### config.mk
export PLATFORM = sky130hd
export DESIGN_NAME = seq_alu_control
export DESIGN_NICKNAME = d
export VERILOG_FILES = /design/src/rtl/seq_alu_control.sv
export SDC_FILE = /design/constraint.sdc
export NUM_CORES = 1
export LEC_CHECK = 0
export CAP_MARGIN = 10
export CORE_MARGIN = 1
export CORE_UTILIZATION = 47
export CTS_BUF_LIST = sky130_fd_sc_hd__clkbuf_8
export CTS_CLUSTER_SIZE = 14
export DETAILED_ROUTE_END_ITERATION = 7
export PLACE_DENSITY = 0.81
export SYNTH_ARGS = -nofsm -noshare
export SYNTH_HDL_FRONTEND = slang
export SYNTH_SLANG_ARGS = --single-unit
### constraint.sdc
create_clock -name clk -period 2.25 [get_ports clk]
set_clock_uncertainty 0.15 [all_clocks]
set_input_delay 0.675 -clock clk [delete_from_list [all_inputs] [get_ports clk]]
set_output_delay 0.675 -clock clk [all_outputs]
set_load 0.02 [all_outputs]
### src/rtl/seq_alu_control.sv
// rtl/seq_alu_control.sv - Moore sequencer for shift-add, Booth multiply and restoring divide
module seq_alu_control #(
   parameter int WIDTH = 8
) (
   input  logic                       clk,
   input  logic                       rst_b,
   input  logic                       start,
   input  logic [1:0]                 op,
   input  logic                       q0,
   input  logic                       q_m1,
   input  logic                       acc_sign,
   input  logic                       div_zero,
   output logic                       ld_a,
   output logic                       ld_b,
   output logic                       clr_acc,
   output logic                       add,
   output logic                       sub,
   output logic                       shr,
   output logic                       shl,
   output logic                       set_q0,
   output logic                       out_hi,
   output logic                       out_lo,
   output logic                       busy,
   output logic                       done,
   output logic                       err,
   output logic [$clog2(WIDTH)-1:0]   iter
);

   localparam int IW = $clog2(WIDTH);
   localparam logic [IW-1:0] LAST = IW'(WIDTH - 1);

   typedef enum logic [4:0] {
      S_IDLE    = 5'd0,
      S_LOAD_A  = 5'd1,
      S_LOAD_B  = 5'd2,
      S_INIT    = 5'd3,
      S_TEST    = 5'd4,
      S_ADD     = 5'd5,
      S_SUB     = 5'd6,
      S_SHR     = 5'd7,
      S_SHL     = 5'd8,
      S_DSUB    = 5'd9,
      S_DCHK    = 5'd10,
      S_RESTORE = 5'd11,
      S_SETQ    = 5'd12,
      S_ITER    = 5'd13,
      S_OUT_HI  = 5'd14,
      S_OUT_LO  = 5'd15,
      S_DONE    = 5'd16,
      S_ERR     = 5'd17
   } state_t;

   state_t     state;
   logic [1:0] op_r;

   always_ff @(posedge clk) begin
      if (!rst_b) begin
         state <= S_IDLE;
         iter  <= '0;
         op_r  <= 2'b00;
      end else begin
         case (state)
            S_IDLE: begin
               if (start) begin
                  state <= S_LOAD_A;
                  op_r  <= op;
               end
            end
            S_LOAD_A: state <= S_LOAD_B;
            S_LOAD_B: state <= S_INIT;
            S_INIT: begin
               iter <= '0;
               if (op_r == 2'b11 || (op_r == 2'b10 && div_zero))
                  state <= S_ERR;
               else
                  state <= S_TEST;
            end
            S_TEST: begin
               case (op_r)
                  2'b00: state <= q0 ? S_ADD : S_SHR;
                  2'b01: begin
                     // Booth recoding on the {Q[0], q_m1} pair
                     case ({q0, q_m1})
                        2'b01:   state <= S_ADD;
                        2'b10:   state <= S_SUB;
                        default: state <= S_SHR;
                     endcase
                  end
                  default: state <= S_SHL;
               endcase
            end
            S_ADD:     state <= S_SHR;
            S_SUB:     state <= S_SHR;
            S_SHR:     state <= S_ITER;
            S_SHL:     state <= S_DSUB;
            S_DSUB:    state <= S_DCHK;
            S_DCHK:    state <= acc_sign ? S_RESTORE : S_SETQ;
            S_RESTORE: state <= S_ITER;
            S_SETQ:    state <= S_ITER;
            S_ITER: begin
               if (iter == LAST) begin
                  state <= S_OUT_HI;
               end else begin
                  iter  <= iter + 1'b1;
                  state <= S_TEST;
               end
            end
            S_OUT_HI: state <= S_OUT_LO;
            S_OUT_LO: state <= S_DONE;
            S_DONE:   state <= S_IDLE;
            S_ERR:    state <= S_IDLE;
            default:  state <= S_IDLE;
         endcase
      end
   end

   // Every output is a pure decode of the state register.
   always_comb begin
      ld_a    = 1'b0;
      ld_b    = 1'b0;
      clr_acc = 1'b0;
      add     = 1'b0;
      sub     = 1'b0;
      shr     = 1'b0;
      shl     = 1'b0;
      set_q0  = 1'b0;
      out_hi  = 1'b0;
      out_lo  = 1'b0;
      done    = 1'b0;
      err     = 1'b0;
      busy    = (state != S_IDLE);
      case (state)
         S_LOAD_A:  ld_a    = 1'b1;
         S_LOAD_B:  ld_b    = 1'b1;
         S_INIT:    clr_acc = 1'b1;
         S_ADD:     add     = 1'b1;
         S_SUB:     sub     = 1'b1;
         S_SHR:     shr     = 1'b1;
         S_SHL:     shl     = 1'b1;
         S_DSUB:    sub     = 1'b1;
         S_RESTORE: add     = 1'b1;
         S_SETQ:    set_q0  = 1'b1;
         S_OUT_HI:  out_hi  = 1'b1;
         S_OUT_LO:  out_lo  = 1'b1;
         S_DONE:    done    = 1'b1;
         S_ERR: begin
            err  = 1'b1;
            done = 1'b1;
         end
         default: ;
      endcase
   end

endmodule

* Word-level counts from Yosys, hierarchy flattened
Index checks and enable logic that the tools add are counted.
** Word-level totals
- Register bits after elaboration :: 10
- Bits in latches :: 0
- Bits in writable memories :: 0
- Bits in read-only memories :: 0
- Output and inout bits :: 16
- Memories :: 0
** Operators by class
- Add/sub/neg operators :: 1
- Multipliers :: 0
- Div/mod/pow operators :: 0
- Order comparisons :: 0
- Eq/ne operators :: 25
- Shift-type cells :: 0
- Muxes and demuxes :: 22
- Bitwise gates (word level) :: 0
- Reductions and logical operators :: 13
** Operator list (count)
- $pmux W5 S13 :: 1
- $eq A5 B4 Y1 const B :: 8
- $eq A5 B3 Y1 const B :: 4
- $mux W1 :: 12
- $eq A5 B2 Y1 const B :: 2
- $eq A5 B5 Y1 const B :: 2
- $mux W5 :: 2
- $pmux W4 S2 :: 1
- $reduce_or A2 Y1 :: 4
- $eq A2 B2 Y1 const B :: 3
- $mux W3 :: 2
- $pmux W3 S2 :: 1
- $eq A5 B1 Y1 const B :: 1
- $logic_not A5 Y1 :: 1
- $reduce_bool A5 Y1 :: 1
- $eq A2 B1 Y1 const B :: 2
- $mux W4 :: 1
- $ne A2 B2 Y1 const B :: 2
- $pmux W2 S2 :: 1
- $reduce_and A2 Y1 :: 2
- $add A3 B1 Y3 const B :: 1
- $eq A3 B3 Y1 const B :: 1
- $reduce_or A3 Y1 :: 1
- $logic_not A2 Y1 :: 1
- other kinds (4) :: 4

* Logic depth before layout (Yosys ltp)
Gate-level depths: netlist (run 1).
- Depth in word-level cells :: 5
- Gate-level depth with buffers :: 6

* Worst setup path after synthesis (run 1)
No wires, ideal clock.
- Path kind :: register -> output
- Start :: reg state[4]
- End :: out err
- Arrival :: 1.758 ns
- Required time :: 1.425 ns
- Path slack :: -0.333 ns
- Cell stages (with the launch flop) :: 4
- Cells stage by stage :: dfxtp_1 clkbuf_1 nor4b_1 and2_1
** On the way
- Word-level cells in the longest chain between the ends :: 2
** RTL lines
- start, declared :: line 53 : state_t state;
- start signal, assigned :: line 80 : 2'b00: state <= q0 ? S_ADD : S_SHR;
- start signal, assigned :: line 97 : S_DCHK: state <= acc_sign ? S_RESTORE : S_SETQ;
- $eq A5 B5 Y1 :: line 132 : case (state)
- $mux W1 :: line 132
- end, declared :: line 25 : output logic err,
No other way between the ends.

* Worst setup path after layout (run 1)
- Start :: reg state[0]
- End :: out clr_acc
** On the way
- Word-level cells in the longest chain between the ends :: 2
** RTL lines
- $eq A5 B2 Y1 :: line 132
- $mux W1 :: line 132
- end, declared :: line 15 : output logic clr_acc,
No other way between the ends.

==> qor.yml, run 1 <==
run_status:
  status: "complete, no violations"
yosys:
  yosys-top-cells-area: "dfxtp_1 (26%), nor2b_1 (5.6%), a21oi_1 (5.1%)"
  syn_avg_cell_area_um2: 7.767
  synth_seq_cells: 10
  synth_top_cell_area_share_pct: 25.52
  syn_inst: 101
  ys_warn_count: 0
  synth_edf_count: 0
  synthFlopType: "dfxtp_1"
  synth_cell_types: 43
  synth_commonest_cells: "dfxtp_1 (10), nand2_1 (9), a21oi_1 (8), nor2_1 (7), nor2b_1 (7)"
  post-synth-top-area-cell: "dfxtp_1"
  syn_nets: 112
  yosysSeqAreaShare_pct: 25.52
  synth_area_um2: 784.5
  synthArstFlopShare_pct: 0
  synth_most_common_cell: "dfxtp_1"
die:
  design.core.area_um2: 1524
  initial_utilization_pct: 51.48
  num_rows: 14
  dieArea_um2: 1837
  die_w_um: 42.86
  io_pins: 25
  die_h_um: 42.86
worst_setup_path:
  r2r_slack_ps: 280
  slowest_delay_ps: 410
  required_ps: 1420
  reg2regPathDepth: 5
  endpoint_kind: "primary output"
  crit_slowest_cell: "dfxtp_1"
  critPathKind: "reg2out"
  r2r-start: "iter[0]"
  cp-start-kind: "register"
  r2r-end: "iter[0]"
  cp_data_arrival_time_ps: 1410
  startpoint: "state[0]"
  crit_chain: "nand2b_1, or3_1, inv_2, buf_2"
  path_max_fanout: 4
hold_path:
  holdPathEnd: "iter[1]"
  hp-class: "reg2reg"
  holdPathStages: 2
  hp-start: "iter[1]"
sta:
  holdWs_ps: 353.5
  fmax_mhz: 448.0
  maxSlewHeadroom_pct: 61.45
  hold_violations: 0
  drv_slew: 0
  rsz0062_at_grt: "false"
  fin_ws_ps: 17.96
  fin_crit_sh_pct: 99.20
  setup_violations: 0
  worst_slew_pin_slew_ps: 563.6
  period_needed_ps: 2232
layout:
  stdcell_area_um2: 1236
  drive_gt1_share_pct: 39.46
  nets: 159
  fillCellCount: 102
  final_util_pct: 81.12
  num_antenna_cells: 0
  area_growth_pct: 57.58
clock_network:
  clk_pin_slew_worst_paths_ps: 50
  cts_setup_buffers: 0
  tritoncts: "done"
  cts_sinks: 10
  cts_buffer_depth: 2
  cts_root_buffer: "clkbuf_8"
  htree_levels: 1
  numCtsBuffers: 3
  clk_latency_ps: 240
detailed_routing:
  dr.pass1.iters: 4
  drc: 0
  post_drt_via_cell_ratio: 6.141
  vias: 1001
  wl_per_cell_um: 16.71
  drtIter0Drc: 43
  routed_wl_um: 2723
  ant_nets: 0
pwr:
  power_frac_seq_pct: 33.5
  p_sw_mw: 0.1718
  p_sw_share_pct: 28.81
  p_per_area_nw_per_um2: 482.4
  power.total_mw: 0.5964
  p_int_mw: 0.4246
  ir_worst_vdd_v: 0.0004455
  p_leak_nw: 0.5255
  combinationalPowerShare_pct: 28.2
  clockPowerShare_pct: 38.3
placed_design:
  place.gp.congestion: 0.7892
  pre_cts_ws_ps: -174.9
  port_buffers: 24
  dp_hpwl_um: 1799
  place_area_um2: 1207
grt:
  grt_max_degree: 13
  grt_pass1_wl_um: 4271
  grtUsageTotal_pct: 31.05
  antenna_found_initial: 0
  first_global_vias: 982
  globalRouteOverflowTotal: 0
job:
  drv_cap: 0
layer usage:
metal	wire, um	share of wire, %	global-route usage [%]	vias to the layer above
li1	-	-	-	456
met1	1002	37	31.69	465
met2	1452	53	61.52	64
met3	180	6.6	3.404	16
met4	88	3.2	13.13	0
met5	0	0	0	-
worst max-delay path by stage:
stage | end | slack, ps
2_1_floorplan | out_lo | 100
3_3_place_gp | err | -130
3_5_place_dp | sub | -170
4_1_cts | shl | 2
5_1_grt | sub | 4
6_report | clr_acc | 20
worst max-delay path, delay by kind of cell (launching register included):
family        cells  cell delay (ps)
buf+inv           2              250
flops             1              410
simple gates      2              510
final cells by class:
class / instances / area [um2] / share of cell area [%]
Multi-Input combinational cell: 82 / 573.1 / 46.36
Timing Repair Buffer: 49 / 376.6 / 30.47
Clock buffer: 4 / 55.05 / 4.453
Tap cell: 16 / 20.02 / 1.619
Inverter: 2 / 7.507 / 0.6073
Sequential cell: 10 / 203.9 / 16.50
registers in the layout, summed over array words and instances (netlist names):
signal / cells
iter: 3
op_r: 2
state: 5
metrics by stage:
step | TNS (ps) | cells
after floorplan | 0 | 101
after global placement | -951.5 | 159
after detailed placement | -1277 | 159
after CTS | 0 | 163
after global routing | 0 | 163
final | 0 | 163
cells by family after synthesis:
family	synth area share, %
AOI/OAI and AO/OA	19.30
xor gates and xnor gates	1.117
adders and majority gates	3.189
buffers and inverters	6.060
DFF	25.52
muxes	3.987
and+or+nand+nor	40.83
what timing repair did:
item	4_1_cts	5_1_grt
pin swaps	0	0
hold buffers	0	0
endpoints found under the setup margin	13	11
resized for setup	34	22
cloned	0	0
power groups by stage:
stage	clock, mW	sequential, mW	combinational (mW)
2_1_floorplan	0	0.196	0.0861
3_3_place_gp	0	0.200	0.160
3_5_place_dp	0	0.201	0.163
4_1_cts	0.225	0.199	0.164
5_1_grt	0.234	0.200	0.178
6_report	0.229	0.200	0.168
placed cells by master, fill, tap and decap left out, drive strengths merged, types with 3 or more instances in the layout:
master	netlist	layout
a21oi	8	8
nand3	5	5
nor2b	7	7
dfxtp	10	10
nand2	10	10
nor4	3	3
nor2	7	7
nor3	4	4
o21ai	3	3
nand2b	3	3
clkdlybuf4s50	0	11
clkbuf	3	10
nand3b	4	4
buf	4	30
(Power assumes the default switching activity.)
==> run 2, diff against run 1 <==
Settings changed: PLACE_DENSITY 0.81 to 0.92.
==> run 2 against run 1 <==
Effect of this change: global-route usage up 5.7 points; maximum frequency up 1.5%; clock-buffer cell count unchanged; largest power group unchanged.
==> qor.yml, run 2 (synthesized netlist as in run 1, its figures left out) <==
placed_design:
  dp_cells: 159  # unchanged
  dp_hpwl_um: 1960  # +9.0%
  port_buffers: 24  # unchanged
  place.gp.congestion: 0.8860  # +12%
  place_area_um2: 1207  # unchanged
die:
  design.core.area_um2: 1524  # unchanged
  initial_utilization_pct: 51.48  # unchanged
  io_pins: 25  # unchanged
  dieArea_um2: 1837  # unchanged
  num_rows: 14  # unchanged
  die_w_um: 42.86  # unchanged
  die_h_um: 42.86  # unchanged
sta:
  worst_slew_pin_slew_ps: 605.1  # +41.51 ps
  rsz0062_at_grt: "false"
  setup_violations: 0  # unchanged
  maxSlewHeadroom_pct: 58.61  # -2.8 points
  drv_slew: 0  # unchanged
  fin_crit_sh_pct: 97.76  # -1.4 points
  period_needed_ps: 2200  # -32.53 ps
  hold_violations: 0  # unchanged
  setup_tns_ps: 0  # unchanged
  fmax_mhz: 454.6  # +1.5%
grt:
  grtUsageTotal_pct: 36.76  # +5.7 points
  first_global_vias: 1058  # +7.7%
  antenna_found_initial: 0  # unchanged
  globalRouteOverflowTotal: 0  # unchanged
  grt_max_degree: 14  # +1
  grt_pass1_wl_um: 4974  # +16%
pwr:
  power.total_mw: 0.5925  # -0.65%
  p_per_area_nw_per_um2: 481.2  # -0.25%
  p_int_mw: 0.4181  # -1.5%
  power_frac_seq_pct: 33.3  # -0.2 points
  p_leak_nw: 0.5254  # about the same
  p_sw_share_pct: 29.44  # +0.63 points
  combinationalPowerShare_pct: 27.4  # -0.8 points
  p_sw_mw: 0.1744  # +1.5%
  clockPowerShare_pct: 39.3  # +1.0 points
  ir_worst_vdd_v: 0.0004255  # -4.5%
worst_setup_path:
  critPathKind: "reg2out"
  endpoint_kind: "primary output"
  required_ps: 1420  # about the same
  cp-start-kind: "register"
  path_max_fanout: 6  # +2
  cp_data_arrival_time_ps: 1370  # -40 ps
clock_network:
  cts_root_buffer: "clkbuf_8"
  cts_buffer_depth: 2  # unchanged
  numCtsBuffers: 3  # unchanged
  cts_sinks: 10  # unchanged
  htree_levels: 1  # unchanged
  tritoncts: "done"
  cts_setup_buffers: 0  # unchanged
  hold_buffers: 0  # unchanged
  clk_pin_slew_worst_paths_ps: 50  # about the same
  clk_latency_ps: 240  # about the same
layout:
  layout_commonest_cell: "buf_4"
  num_antenna_cells: 0  # unchanged
  final_cell_mix: "buf_4 (25), clkdlybuf4s50_1 (11), nand2_1 (9)"
  nets: 159  # unchanged
  drive_gt1_share_pct: 37.41  # -2.0 points
  area_growth_pct: 56.94
  reg_top3: "state (5), iter (3), op_r (2)"
  stdcell_area_um2: 1231  # -0.41%
  largest-register: "state"
  largest_reg_flops: 5  # unchanged
  final_util_pct: 80.79  # -0.33 points
  fillCellCount: 92  # -9.8%
  fin_cells: 163  # unchanged
detailed_routing:
  drtIter0Drc: 28  # -35%
  routed_wl_um: 2927  # +7.5%
  vias: 997  # -0.40%
  post_drt_via_cell_ratio: 6.117  # -0.40%
  wl_per_cell_um: 17.96  # +7.5%
  dr.pass1.iters: 4  # unchanged
  drc: 0  # unchanged
  ant_nets: 0  # unchanged
job:
  drv_cap: 0  # unchanged
run_status:
  status: "complete, no violations"
hold_path:
  hp-class: "reg2reg"
## run 2: changes by cell type in the layout (fill, tap and decap cells not counted), sizes merged
| cell | delta |
|---|---|
| buf | +3 |
| clkbuf | -3 |
## run 2: layout make-up
type                       count  area, um2  share of cell area (%)
tap                           16      20.02                   1.626
inverter                       2      7.507                  0.6098
multi-input combinational     82      568.0                   46.14
clock buffer                   4      55.05                   4.472
sequential                    10      206.4                   16.77
timing repair buffer          49      374.1                   30.39
## run 2: path summary, 6_finish.rpt
check / slack, ps / startpoint / cells past startpoint / endpoint
setup / recovery: 50 / state[1] / 3 / done
hold / removal: 360 / iter[1] / 2 / iter[1]
setup reg to reg: 260 / iter[0] / 5 / iter[0]
hold reg to reg: 360 / iter[1] / 2 / iter[1]
## run 2: power groups by stage
stage | combinational (mW) | clock (mW) | sequential [mW]
floorplan | 0.0861 | 0 | 0.196
global placement | 0.157 | 0 | 0.199
detailed placement | 0.161 | 0 | 0.200
CTS | 0.166 | 0.232 | 0.196
global route | 0.173 | 0.246 | 0.197
finish | 0.162 | 0.233 | 0.197
## run 2: through the flow
stage | hold WS [ps] | setup slack [ps]
6_report | 359.8 | 50.49
5_1_grt | 385.9 | 11.10
4_1_cts | 359.0 | -12.67
3_5_place_dp | 349.0 | -202.8
3_3_place_gp | 331.4 | -147.8
2_1_floorplan | 395.5 | 104.3
## run 2: what timing repair did
| action | CTS | global route |
|---|---|---|
| gates cloned | 0 | 0 |
| endpoints found under the hold margin | 0 | 0 |
| gates resized for setup | 43 | 14 |
| setup endpoints to repair | 13 | 11 |
| pin swaps | 0 | 1 |
## run 2: worst max-delay path, cell delays in order, from the launching register on
cell	delay [ps]
dfxtp_2	350
buf_4	160
nor4b_4	280
clkdlybuf4s15_1	340
## run 2: per-layer routing
metal  vias to the layer above  wire length (um)  track usage [%]
li1                        452                 -                -
met1                       463              1153            43.46
met2                        59              1437            59.70
met3                        23               184            8.936
met4                         0               152            21.25
met5                         -                 0                0
==> run 3, diff against run 2 <==
Settings changed: REMOVE_ABC_BUFFERS set to 1.
==> run 3 against run 2 <==
Effect of this change: critical endpoint is now err; power fell by 7.6%; non-clock buffer count is 2 lower; clock power is 20% lower; cell area decreased by 0.71%.
==> qor.yml, run 3 (synthesized netlist as in run 1, its figures left out) <==
detailed_routing:
  dr.pass1.iters: 4  # unchanged
  dr_wl_met2_um: 1198  # -17%
  wl_per_cell_um: 14.77  # -18%
  wl_met1_um: 944  # -18%
  wl_met3_um: 145  # -21%
  drtIter0Drc: 26  # -7.1%
  drc: 0  # unchanged
  post_drt_via_cell_ratio: 5.888  # -3.7%
  vias: 942  # -5.5%
  ant_nets: 0  # unchanged
  top_layer: "met4"
  routed_wl_um: 2363  # -19%
sta:
  setup_violations: 0  # unchanged
  rsz0062_at_grt: "true"
  hold_violations: 0  # unchanged
  maxSlewHeadroom_pct: 66.62  # +8.0 points
  worst_slew_pin_slew_ps: 488.1  # -117.0 ps
  period_needed_ps: 2223  # +23.38 ps
  setup_tns_ps: 0  # unchanged
  fmax_mhz: 449.9  # -1.1%
  fin_crit_sh_pct: 98.79  # +1.0 points
  drv_slew: 0  # unchanged
placed_design:
  port_buffers: 24  # unchanged
  place_area_um2: 1177  # -2.5%
  dp_hpwl_um: 1737  # -11%
  place.gp.congestion: 0.8407  # -5.1%
layout:
  nets: 157  # -1.3%
  fillCellCount: 100  # +8.7%
  largest_reg_flops: 5  # unchanged
  stdcell_area_um2: 1222  # -0.71%
  layout_commonest_cell: "buf_4"
  reg_top3: "state (5), iter (3), op_r (2)"
  final_cell_mix: "buf_4 (23), clkdlybuf4s50_1 (11), nand2_1 (9)"
  num_antenna_cells: 0  # unchanged
  drive_gt1_share_pct: 37.50  # +0.085 points
  largest-register: "state"
  area_growth_pct: 55.82
worst_setup_path:
  critPathTopFamily: "simple AND/OR/NAND/NOR gates"
  cp_data_arrival_time_ps: 1400  # +30 ps
  r2r-start: "iter[0]"
  startpoint: "state[2]"
  crit_chain: "buf_4, nor4b_4, and2_1, clkdlybuf4s15_2"
  path_max_fanout: 5  # -1
  cp-start-kind: "register"
  crit_slowest_cell: "dfxtp_2"
  worst-path-buf-inv: 2  # unchanged
  critPathKind: "reg2out"
  slowest_delay_ps: 340  # about the same
  required_ps: 1420  # about the same
  endpoint_kind: "primary output"
run_status:
  status: "complete, no violations"
die:
  design.core.area_um2: 1524  # unchanged
  die_w_um: 42.86  # unchanged
  num_rows: 14  # unchanged
  dieArea_um2: 1837  # unchanged
  die_h_um: 42.86  # unchanged
  io_pins: 25  # unchanged
  initial_utilization_pct: 51.48  # unchanged
hold_path:
  hp-start: "iter[2]"
  hp-class: "reg2reg"
clock_network:
  htree_levels: 1  # unchanged
  numCtsBuffers: 3  # unchanged
  hold_buffers: 0  # unchanged
  cts_sinks: 10  # unchanged
  clk_pin_slew_worst_paths_ps: 50  # about the same
  clk_latency_ps: 240  # about the same
  cts_buffer_depth: 2  # unchanged
  cts_root_buffer: "clkbuf_8"
  tritoncts: "done"
pwr:
  p_per_area_nw_per_um2: 447.7  # -7.0%
  p_leak_nw: 0.5091  # -3.1%
  power.total_mw: 0.5472  # -7.6%
  ir_worst_vdd_v: 0.0004591  # +7.9%
grt:
  grtUsageTotal_pct: 28.45  # -8.3 points
  globalRouteOverflowTotal: 0  # unchanged
  grt_max_degree: 13  # -1
  first_global_vias: 929  # -12%
  antenna_found_initial: 0  # unchanged
  grt_pass1_wl_um: 3960  # -20%
job:
  drv_cap: 0  # unchanged
run 3: worst min-delay path: stages, from the launching register on:
cell and delay, ps:
dfxtp_1 320, nand3_1 60, a21boi_0 70
run 3: path summary, 6_finish.rpt:
check,end,slack (ps),cells past startpoint
min reg2reg,iter[2],360,2
min,iter[2],360,2
max,err,30,4
max reg2reg,iter[0],320,5
run 3: metal layers:
| layer | track usage, % | vias to the layer above |
|---|---|---|
| met5 | 0 | - |
| met4 | 18.75 | 0 |
| met3 | 6.809 | 9 |
| met2 | 47.27 | 37 |
| met1 | 31.77 | 441 |
| li1 | - | 455 |
run 3: what timing repair did:
| action | in CTS | in global routing |
|---|---|---|
| resized for setup | 40 | 17 |
| buffers inserted | 0 | 0 |
| endpoints found under the setup margin | 13 | 11 |
run 3: power breakdown:
part | switching, mW | total, mW | internal (mW)
clock network | 0.0686 | 0.186 | 0.117
registers | 0.0150 | 0.202 | 0.187
logic | 0.0767 | 0.160 | 0.0828
total | 0.160 | 0.547 | 0.387
run 3: metrics by stage:
step / std cells / worst slack (ps) / utilization [%] / hold WS, ps
5_1_grt: 160 / -37.42 / 80.21 / 390.8
6_report: 160 / 27.11 / 80.21 / 355.9
3_5_place_dp: 157 / -227.7 / 77.26 / 350.7
4_1_cts: 160 / -30.75 / 80.13 / 360.8
3_3_place_gp: 157 / -177.4 / 77.26 / 335.4
2_1_floorplan: 94 / -212.5 / - / 395.5
run 3: final cells by class:
class	count	area, um2	area share [%]
Multi-Input combinational cell	82	576.8	47.19
Timing Repair Buffer	47	371.6	30.40
Sequential cell	10	205.2	16.79
Clock buffer	3	41.29	3.378
Tap cell	16	20.02	1.638
Inverter	2	7.507	0.6141
